## config.mk

```make
export PLATFORM = sky130hd
export DESIGN_NAME = tile_lane_renderer
export DESIGN_NICKNAME = d
export VERILOG_FILES = /design/src/rtl/tile_lane_renderer_pkg.sv /design/src/rtl/tile_lane_renderer_rect_scan.sv /design/src/rtl/tile_lane_renderer.sv
export SDC_FILE = /design/constraint.sdc
export NUM_CORES = 1
export LEC_CHECK = 0
export ABC_AREA = 1
export CORE_UTILIZATION = 35
export CTS_BUF_LIST = sky130_fd_sc_hd__clkbuf_16
export DETAILED_ROUTE_END_ITERATION = 12
export DONT_BUFFER_PORTS = 1
export SLEW_MARGIN = 15
export SYNTH_ARGS = -nofsm -noshare
export SYNTH_HDL_FRONTEND = slang
export SYNTH_SLANG_ARGS = --single-unit
```

## constraint.sdc

```tcl
create_clock -name clk -period 5.3 [get_ports clk]
set_input_delay 0.53 -clock clk [delete_from_list [all_inputs] [get_ports clk]]
set_output_delay 0.53 -clock clk [all_outputs]
set_load 0.05 [all_outputs]
```

## src/rtl/tile_lane_renderer_pkg.sv

```systemverilog
// Shared FSM codes, erase colour default and lane geometry helper
// for tile_lane_renderer (optional HIT_EN kill path lives in the top).
package tile_lane_renderer_pkg;

  localparam logic [2:0] S_IDLE  = 3'd0;
  localparam logic [2:0] S_PEND  = 3'd1;
  localparam logic [2:0] S_SEL   = 3'd2;
  localparam logic [2:0] S_ERASE = 3'd3;
  localparam logic [2:0] S_DRAW  = 3'd4;
  localparam logic [2:0] S_ADV   = 3'd5;

  localparam logic [2:0] BG_DEFAULT = 3'b000;

  function automatic int lane_x(
    input int lane,
    input int x0,
    input int pitch
  );
    return x0 + lane * pitch;
  endfunction

endpackage

```

## src/rtl/tile_lane_renderer_rect_scan.sv

```systemverilog
// Row/column rectangle scanner, one pixel per cycle, column-fastest,
// with vertical clipping; shared by the erase and draw phases.
module rect_scan #(
  parameter int X_W      = 8,
  parameter int Y_W      = 7,
  parameter int YS       = 10,
  parameter int TILE_W   = 30,
  parameter int SCREEN_H = 120
) (
  input  logic                 clk,
  input  logic                 resetn,
  input  logic                 i_start,
  input  logic [X_W-1:0]       i_x0,
  input  logic signed [YS-1:0] i_y0,
  input  logic [5:0]           i_nrows,
  output logic                 o_vis,
  output logic [X_W-1:0]       o_x,
  output logic [Y_W-1:0]       o_y,
  output logic                 o_done
);

  localparam int CW = (TILE_W > 1) ? $clog2(TILE_W) : 1;
  localparam logic signed [YS-1:0] SH_V = YS'(SCREEN_H);

  logic                 r_run;
  logic [CW-1:0]        r_col;
  logic [5:0]           r_left;
  logic signed [YS-1:0] r_row;
  logic [X_W-1:0]       r_x0;
  logic                 w_last_col;

  assign w_last_col = (r_col == CW'(TILE_W - 1));
  assign o_done = r_run && w_last_col && (r_left == 6'd1);
  assign o_vis = r_run && !r_row[YS-1] && (r_row < SH_V);
  assign o_x = r_x0 + X_W'(r_col);
  assign o_y = r_row[Y_W-1:0];

  always_ff @(posedge clk) begin
    if (!resetn) begin
      r_run  <= 1'b0;
      r_col  <= '0;
      r_left <= '0;
      r_row  <= '0;
      r_x0   <= '0;
    end else if (i_start) begin
      r_run  <= 1'b1;
      r_col  <= '0;
      r_left <= i_nrows;
      r_row  <= i_y0;
      r_x0   <= i_x0;
    end else if (r_run) begin
      if (w_last_col) begin
        r_col  <= '0;
        r_row  <= r_row + 1'b1;
        r_left <= r_left - 1'b1;
        if (r_left == 6'd1)
          r_run <= 1'b0;
      end else begin
        r_col <= r_col + 1'b1;
      end
    end
  end

endmodule

```

## src/rtl/tile_lane_renderer.sv

```systemverilog
// Falling-tile lane renderer: per-frame incremental erase/draw sweep.
// Define HIT_EN to add hit/hit_ok and the full-tile kill erase.
module tile_lane_renderer
  import tile_lane_renderer_pkg::*;
#(
  parameter int N_LANES    = 4,
  parameter int X_W        = 8,
  parameter int Y_W        = 7,
  parameter int SCREEN_H   = 120,
  parameter int TILE_W     = 30,
  parameter int TILE_H     = 30,
  parameter int STEP       = 1,
  parameter int LANE_X0    = 19,
  parameter int LANE_PITCH = 31,
  parameter logic [2:0] BG_COLOUR = BG_DEFAULT
) (
  input  logic               clk,
  input  logic               resetn,
  input  logic               frame_tick,
  input  logic [N_LANES-1:0] spawn_req,
  input  logic [2:0]         tile_colour,
`ifdef HIT_EN
  input  logic [N_LANES-1:0] hit,
  output logic [N_LANES-1:0] hit_ok,
`endif
  output logic               plot,
  output logic [X_W-1:0]     x,
  output logic [Y_W-1:0]     y,
  output logic [2:0]         colour,
  output logic               busy,
  output logic [N_LANES-1:0] active,
  output logic [N_LANES-1:0] miss,
  output logic               overrun
);

  localparam int PW = $clog2(SCREEN_H + TILE_H + 1);
  localparam int YS = PW + 2;
  localparam int LW = (N_LANES > 1) ? $clog2(N_LANES) : 1;
  localparam logic [PW:0] STEP_V = (PW+1)'(STEP);
  localparam logic [PW:0] END_V = (PW+1)'(SCREEN_H + TILE_H);

  logic [2:0]         r_state;
  logic [LW-1:0]      r_lane;
  logic [N_LANES-1:0] r_active;
  logic [N_LANES-1:0] r_miss;
  logic [PW-1:0]      r_pos [N_LANES];
  logic               r_pend;
  logic               r_overrun;
  logic               r_killing;
  logic               r_plot;
  logic [X_W-1:0]     r_x;
  logic [Y_W-1:0]     r_y;
  logic [2:0]         r_colour;

  logic [N_LANES-1:0] w_act;
  logic               w_last;
  logic [PW-1:0]      w_pos_sel;
  logic [PW:0]        w_pos_nx;
  logic               w_kill_sel;
  logic               w_start;
  logic signed [YS-1:0] w_y0;
  logic [5:0]         w_n;
  logic [X_W-1:0]     w_x0;
  logic               w_vis;
  logic [X_W-1:0]     w_sx;
  logic [Y_W-1:0]     w_sy;
  logic               w_done;

  // a spawn landing in this lane's select slot is served this sweep
  assign w_act = r_active | spawn_req;
  assign w_last = (r_lane == LW'(N_LANES - 1));
  assign w_pos_sel = r_active[r_lane] ? r_pos[r_lane] : '0;
  assign w_pos_nx = {1'b0, r_pos[r_lane]} + STEP_V;
  assign w_x0 = X_W'(lane_x(int'(r_lane), LANE_X0, LANE_PITCH));

  assign w_start = ((r_state == S_SEL) && w_act[r_lane])
                || ((r_state == S_ERASE) && w_done && !r_killing);
  assign w_y0 = (r_state == S_SEL)
              ? YS'(w_pos_sel) - YS'(TILE_H)
              : YS'(r_pos[r_lane]);
  assign w_n = ((r_state == S_SEL) && w_kill_sel)
             ? 6'(TILE_H) : 6'(STEP);

  rect_scan #(
    .X_W      (X_W),
    .Y_W      (Y_W),
    .YS       (YS),
    .TILE_W   (TILE_W),
    .SCREEN_H (SCREEN_H)
  ) u_scan (
    .clk     (clk),
    .resetn  (resetn),
    .i_start (w_start),
    .i_x0    (w_x0),
    .i_y0    (w_y0),
    .i_nrows (w_n),
    .o_vis   (w_vis),
    .o_x     (w_sx),
    .o_y     (w_sy),
    .o_done  (w_done)
  );

`ifdef HIT_EN
  logic [N_LANES-1:0] r_kill;
  logic [N_LANES-1:0] r_hit_ok;

  always_ff @(posedge clk) begin
    if (!resetn) begin
      r_kill   <= '0;
      r_hit_ok <= '0;
    end else begin
      r_hit_ok <= '0;
      for (int i = 0; i < N_LANES; i++)
        if (hit[i] && r_active[i]
            && int'(r_pos[i]) >= SCREEN_H - TILE_H / 2
            && int'(r_pos[i]) <= SCREEN_H + TILE_H / 2)
          r_kill[i] <= 1'b1;
      if ((r_state == S_ADV) && r_killing) begin
        r_kill[r_lane]   <= 1'b0;
        r_hit_ok[r_lane] <= 1'b1;
      end
    end
  end

  assign w_kill_sel = r_kill[r_lane];
  assign hit_ok = r_hit_ok;
`else
  assign w_kill_sel = 1'b0;
`endif

  always_ff @(posedge clk) begin
    if (!resetn) begin
      r_state   <= S_IDLE;
      r_lane    <= '0;
      r_active  <= '0;
      r_miss    <= '0;
      r_pend    <= 1'b0;
      r_overrun <= 1'b0;
      r_killing <= 1'b0;
      r_plot    <= 1'b0;
      r_x       <= '0;
      r_y       <= '0;
      r_colour  <= '0;
      for (int i = 0; i < N_LANES; i++)
        r_pos[i] <= '0;
    end else begin
      r_miss   <= '0;
      r_plot   <= w_vis;
      r_x      <= w_sx;
      r_y      <= w_sy;
      r_colour <= (r_state == S_ERASE) ? BG_COLOUR : tile_colour;
      for (int i = 0; i < N_LANES; i++)
        if (spawn_req[i] && !r_active[i]) begin
          r_active[i] <= 1'b1;
          r_pos[i]    <= '0;
        end
      if (r_state == S_IDLE) begin
        r_pend <= r_pend & frame_tick;
      end else if (frame_tick) begin
        r_pend <= 1'b1;
        if (r_pend)
          r_overrun <= 1'b1;
      end
      case (r_state)
        S_IDLE:
          if (frame_tick || r_pend) begin
            r_state <= S_SEL;
            r_lane  <= '0;
          end
        S_SEL:
          if (w_act[r_lane]) begin
            r_state   <= S_ERASE;
            r_killing <= w_kill_sel;
          end else if (w_last) begin
            r_state <= S_IDLE;
          end else begin
            r_lane <= r_lane + 1'b1;
          end
        S_ERASE:
          if (w_done)
            r_state <= r_killing ? S_ADV : S_DRAW;
        S_DRAW:
          if (w_done)
            r_state <= S_ADV;
        S_ADV: begin
          r_pos[r_lane] <= w_pos_nx[PW-1:0];
          if (r_killing) begin
            r_active[r_lane] <= 1'b0;
          end else if (w_pos_nx >= END_V) begin
            r_active[r_lane] <= 1'b0;
            r_miss[r_lane]   <= 1'b1;
          end
          r_state <= w_last ? S_IDLE : S_SEL;
          if (!w_last)
            r_lane <= r_lane + 1'b1;
        end
        default: r_state <= S_IDLE;
      endcase
    end
  end

  assign plot    = r_plot;
  assign x       = r_x;
  assign y       = r_y;
  assign colour  = r_colour;
  assign busy    = (r_state != S_IDLE);
  assign active  = r_active;
  assign miss    = r_miss;
  assign overrun = r_overrun;

endmodule

```

==> summary.txt <==
Flow run
  – Max cap viols: 0

Routing
  – Post-Route WL: around 11 mm
  – ANT nets after route: 0
  – DR WL/cell: 14.5 µm
  – Vias: 3937
  – Vias per cell: 4.98
  – First-pass iteration count of the detailed router: 5
  – Drc violations: 0
  – Iter 0 DRT Violations: 229

GRT
  – Antenna violations before repair: 0
  – Largest net degree at the start of global routing: 36
  – Number of global-route vias before repair: 3734
  – Global route overflow: 0
  – First-pass GRT wire length: 18.9 mm
  – Total Routing Usage GR: 0.168

Worst setup path
  – R2R cell count: 17
  – R2R setup slack: approximately 2.8 ns
  – Critical path class: flip-flop to flip-flop
  – CP required: ~5.6 ns
  – Setup crit end kind: flip-flop
  – Max FO, Critical Path: 18
  – Reg2Reg Capture Point: u_scan.r_row[7]
  – CP arrival: between 2 and 3 ns
  – Worst setup SP type: flip-flop

Hold path
  – Hold_sp: tile_colour[1]
  – Worst Hold Class: input port to flip-flop
  – Worst Hold Endpoint: colour[1]
  – Hold path depth: 2

Clock network
  – Clk sinks: 95
  – Clock Latency Late Sink: around 0.35 ns
  – CTS tree: yes
  – Clock root buffer: clkbuf_16
  – Post-CTS setup buffer count: 0
  – CTS resizes: 0
  – Worst-path clk slew: 0.07 ns
  – Hold-fix buffers at CTS: 0
  – CTS H-tree lvls: 3
  – Clock buffer count from CTS: 9
  – Clk buf depth: 2

Pwr
  – Leakage power: 2.27 nW
  – Power, Total: 0.00257 W
  – Peak VDD IR: about 0.24 mV
  – Power Density: 481 mW/mm²

Timing
  – Worst slew pin tran: 0.943 ns
  – Setup ws final: 2.75 ns
  – Unrepaired setup endpoints after global routing: no
  – Setup Viol. Count Final: 0
  – Slew HR: 0.369
  – Clock Skews: ~0.0063 ns
  – Fin. Hold Viols: 0
  – Period minus WS final: 2.55 ns
  – F_max: between 300 and 400 MHz
  – Tcrit/Tclk final: 0.481
  – Max Slew Vio Count: 0
  – Final TNS setup: 0 ns

Placed design
  – DP HPWL: roughly 8.3 mm
  – Pre-CTS WS: 2.60 ns
  – Port bufs: 0
  – GP Congestion: 0.883
  – Post-DP Area: 0.00500 mm²

Layout
  – # fillers: 1407
  – Layout cells sized above 1: 0.103
  – Area growth from synthesis to final layout: 9.39%
  – Commonest non-fill, non-tap cell in the layout: nand2_1
  – Design area: 0.00535 mm²
  – N_diodes: 0
  – Commonest cells after routing, fill and taps aside: nand2_1, nor2_1, inv_1
  – Nets: 638

Floorplanning
  – Starting Density: 0.363
  – Core Region: 0.0135 mm²
  – Die footprint: around 0.014 mm²
  – Height of the die: roughly 120 µm
  – Top Ports: 39
  – Number of placement rows: 42
  – Die width: 120 µm

Synth
  – Netlist cell types: between 40 and 50
  – Register bit total from synthesis: 95
  – Syn_nets: 642
  – Seq/Total Area, Yosys: 0.455
  – Ys Warns: 0
  – Synth Instances: 613
  – Synthesized area: 0.00489 mm²
  – Syn_area_per_cell: roughly 8.0 µm²

Outcome
  – Status: complete, no violations
## critical path: stages (launching register included)
cell and delay (ns):
dfxtp_1 0.79, inv_6 0.16, nand2_1 0.14, nand2_1 0.07, nand2_1 0.07, nand2_2 0.09
nand2_1 0.14, inv_1 0.06, ha_1 0.20, nand3_1 0.11, nand2_1 0.06, nor2_1 0.13
nand2_1 0.07, nand2_1 0.10, nand2_1 0.05, nand2_1 0.06, nand2_1 0.07, a21oi_2 0.10
## area by class of cell
| cell class | instances | area, µm² | share of cell area |
|---|---|---|---|
| well taps | 176 | 220 | 0.0412 |
| inverters | 83 | 317 | 0.0592 |
| flip-flops and latches | 95 | 2220 | 0.416 |
| clock inverters | 7 | 119 | 0.0222 |
| clock buffers | 9 | 225 | 0.0421 |
| multi-input cells | 420 | 2240 | 0.420 |
## through the flow
stage / utilization / hold WS [ns] / instances
global placement: 0.372 / 0.465 / 774
detailed placement: 0.372 / 0.466 / 774
floorplan: - / 0.430 / 613
global route: 0.398 / 0.287 / 790
finish: 0.398 / 0.288 / 790
CTS: 0.398 / 0.277 / 790
## cells in the mapped netlist, drive strengths merged
cell type | n | area (µm²)
a21oi | 36 | 184
a22oi | 1 | 7.51
a31oi | 3 | 18.8
a32oi | 1 | 8.76
and2 | 2 | 12.5
buf | 10 | 86.3
clkbuf | 5 | 18.8
clkinv | 1 | 3.75
dfxtp | 63 | 1260
edfxtp | 32 | 961
fa | 1 | 20.0
ha | 18 | 225
inv | 82 | 313
nand2 | 138 | 576
nand3 | 36 | 203
nand3b | 3 | 22.5
nand4 | 5 | 37.5
nor2 | 95 | 397
nor3 | 6 | 40.0
nor3b | 1 | 7.51
nor4 | 3 | 18.8
o2111ai | 1 | 8.76
o211ai | 14 | 115
o21a | 1 | 7.51
o21ai | 37 | 196
o22ai | 5 | 31.3
o31ai | 1 | 7.51
or2 | 2 | 12.5
xnor2 | 4 | 35.0
xor2 | 6 | 52.6
## power by group
part	total (W)	internal (W)	switching, W
registers	0.00104	0.000855	0.000182
clock network	0.000751	0.000462	0.000289
logic	0.000783	0.000239	0.000543
total	0.00257	0.00156	0.00101
## cell families (layout without fill, tap and decap cells)
family	after synthesis	count (layout)	share of synthesized area
xor+xnor	10	10	0.0179
fa+ha+maj	19	19	0.0502
compound gates	100	100	0.120
flops	95	95	0.455
simple gates	291	291	0.271
buf+inv	98	99	0.0863
## state kept, by name, indices dropped and copies added, names as in the netlist, 2 cells and up, named ones only
name,cells
active,4
colour,3
miss,4
r_lane,2
r_pos,32
r_state,3
u_scan.r_col,5
u_scan.r_left,6
u_scan.r_row,10
u_scan.r_x0,5
x,8
y,7
## per-layer routing
layer | up-vias | wire, µm | track usage
li1 | 1990 | - | -
met1 | 1849 | 5630 | 0.232
met2 | 85 | 5180 | 0.257
met3 | 13 | 448 | 0.0354
met4 | 0 | 168 | 0.0648
met5 | - | 0 | 0
## worst max path at each step
| stage | startpoint | end | slack, ns | depth (start not counted) |
|---|---|---|---|---|
| final | flip-flop | u_scan.r_row[7] | 2.75 | 17 |
| after global routing | r_state[1] | u_scan.r_row[9] | 2.51 | 8 |
| after CTS | flip-flop | u_scan.r_row[7] | 2.81 | 17 |
| after detailed placement | resetn | r_pos[1][0] | 2.60 | 4 |
| after global placement | resetn | r_pos[1][0] | 2.65 | 4 |
| after floorplan | resetn | r_pos[1][0] | 3.21 | 5 |
(Power assumes the default switching activity.)
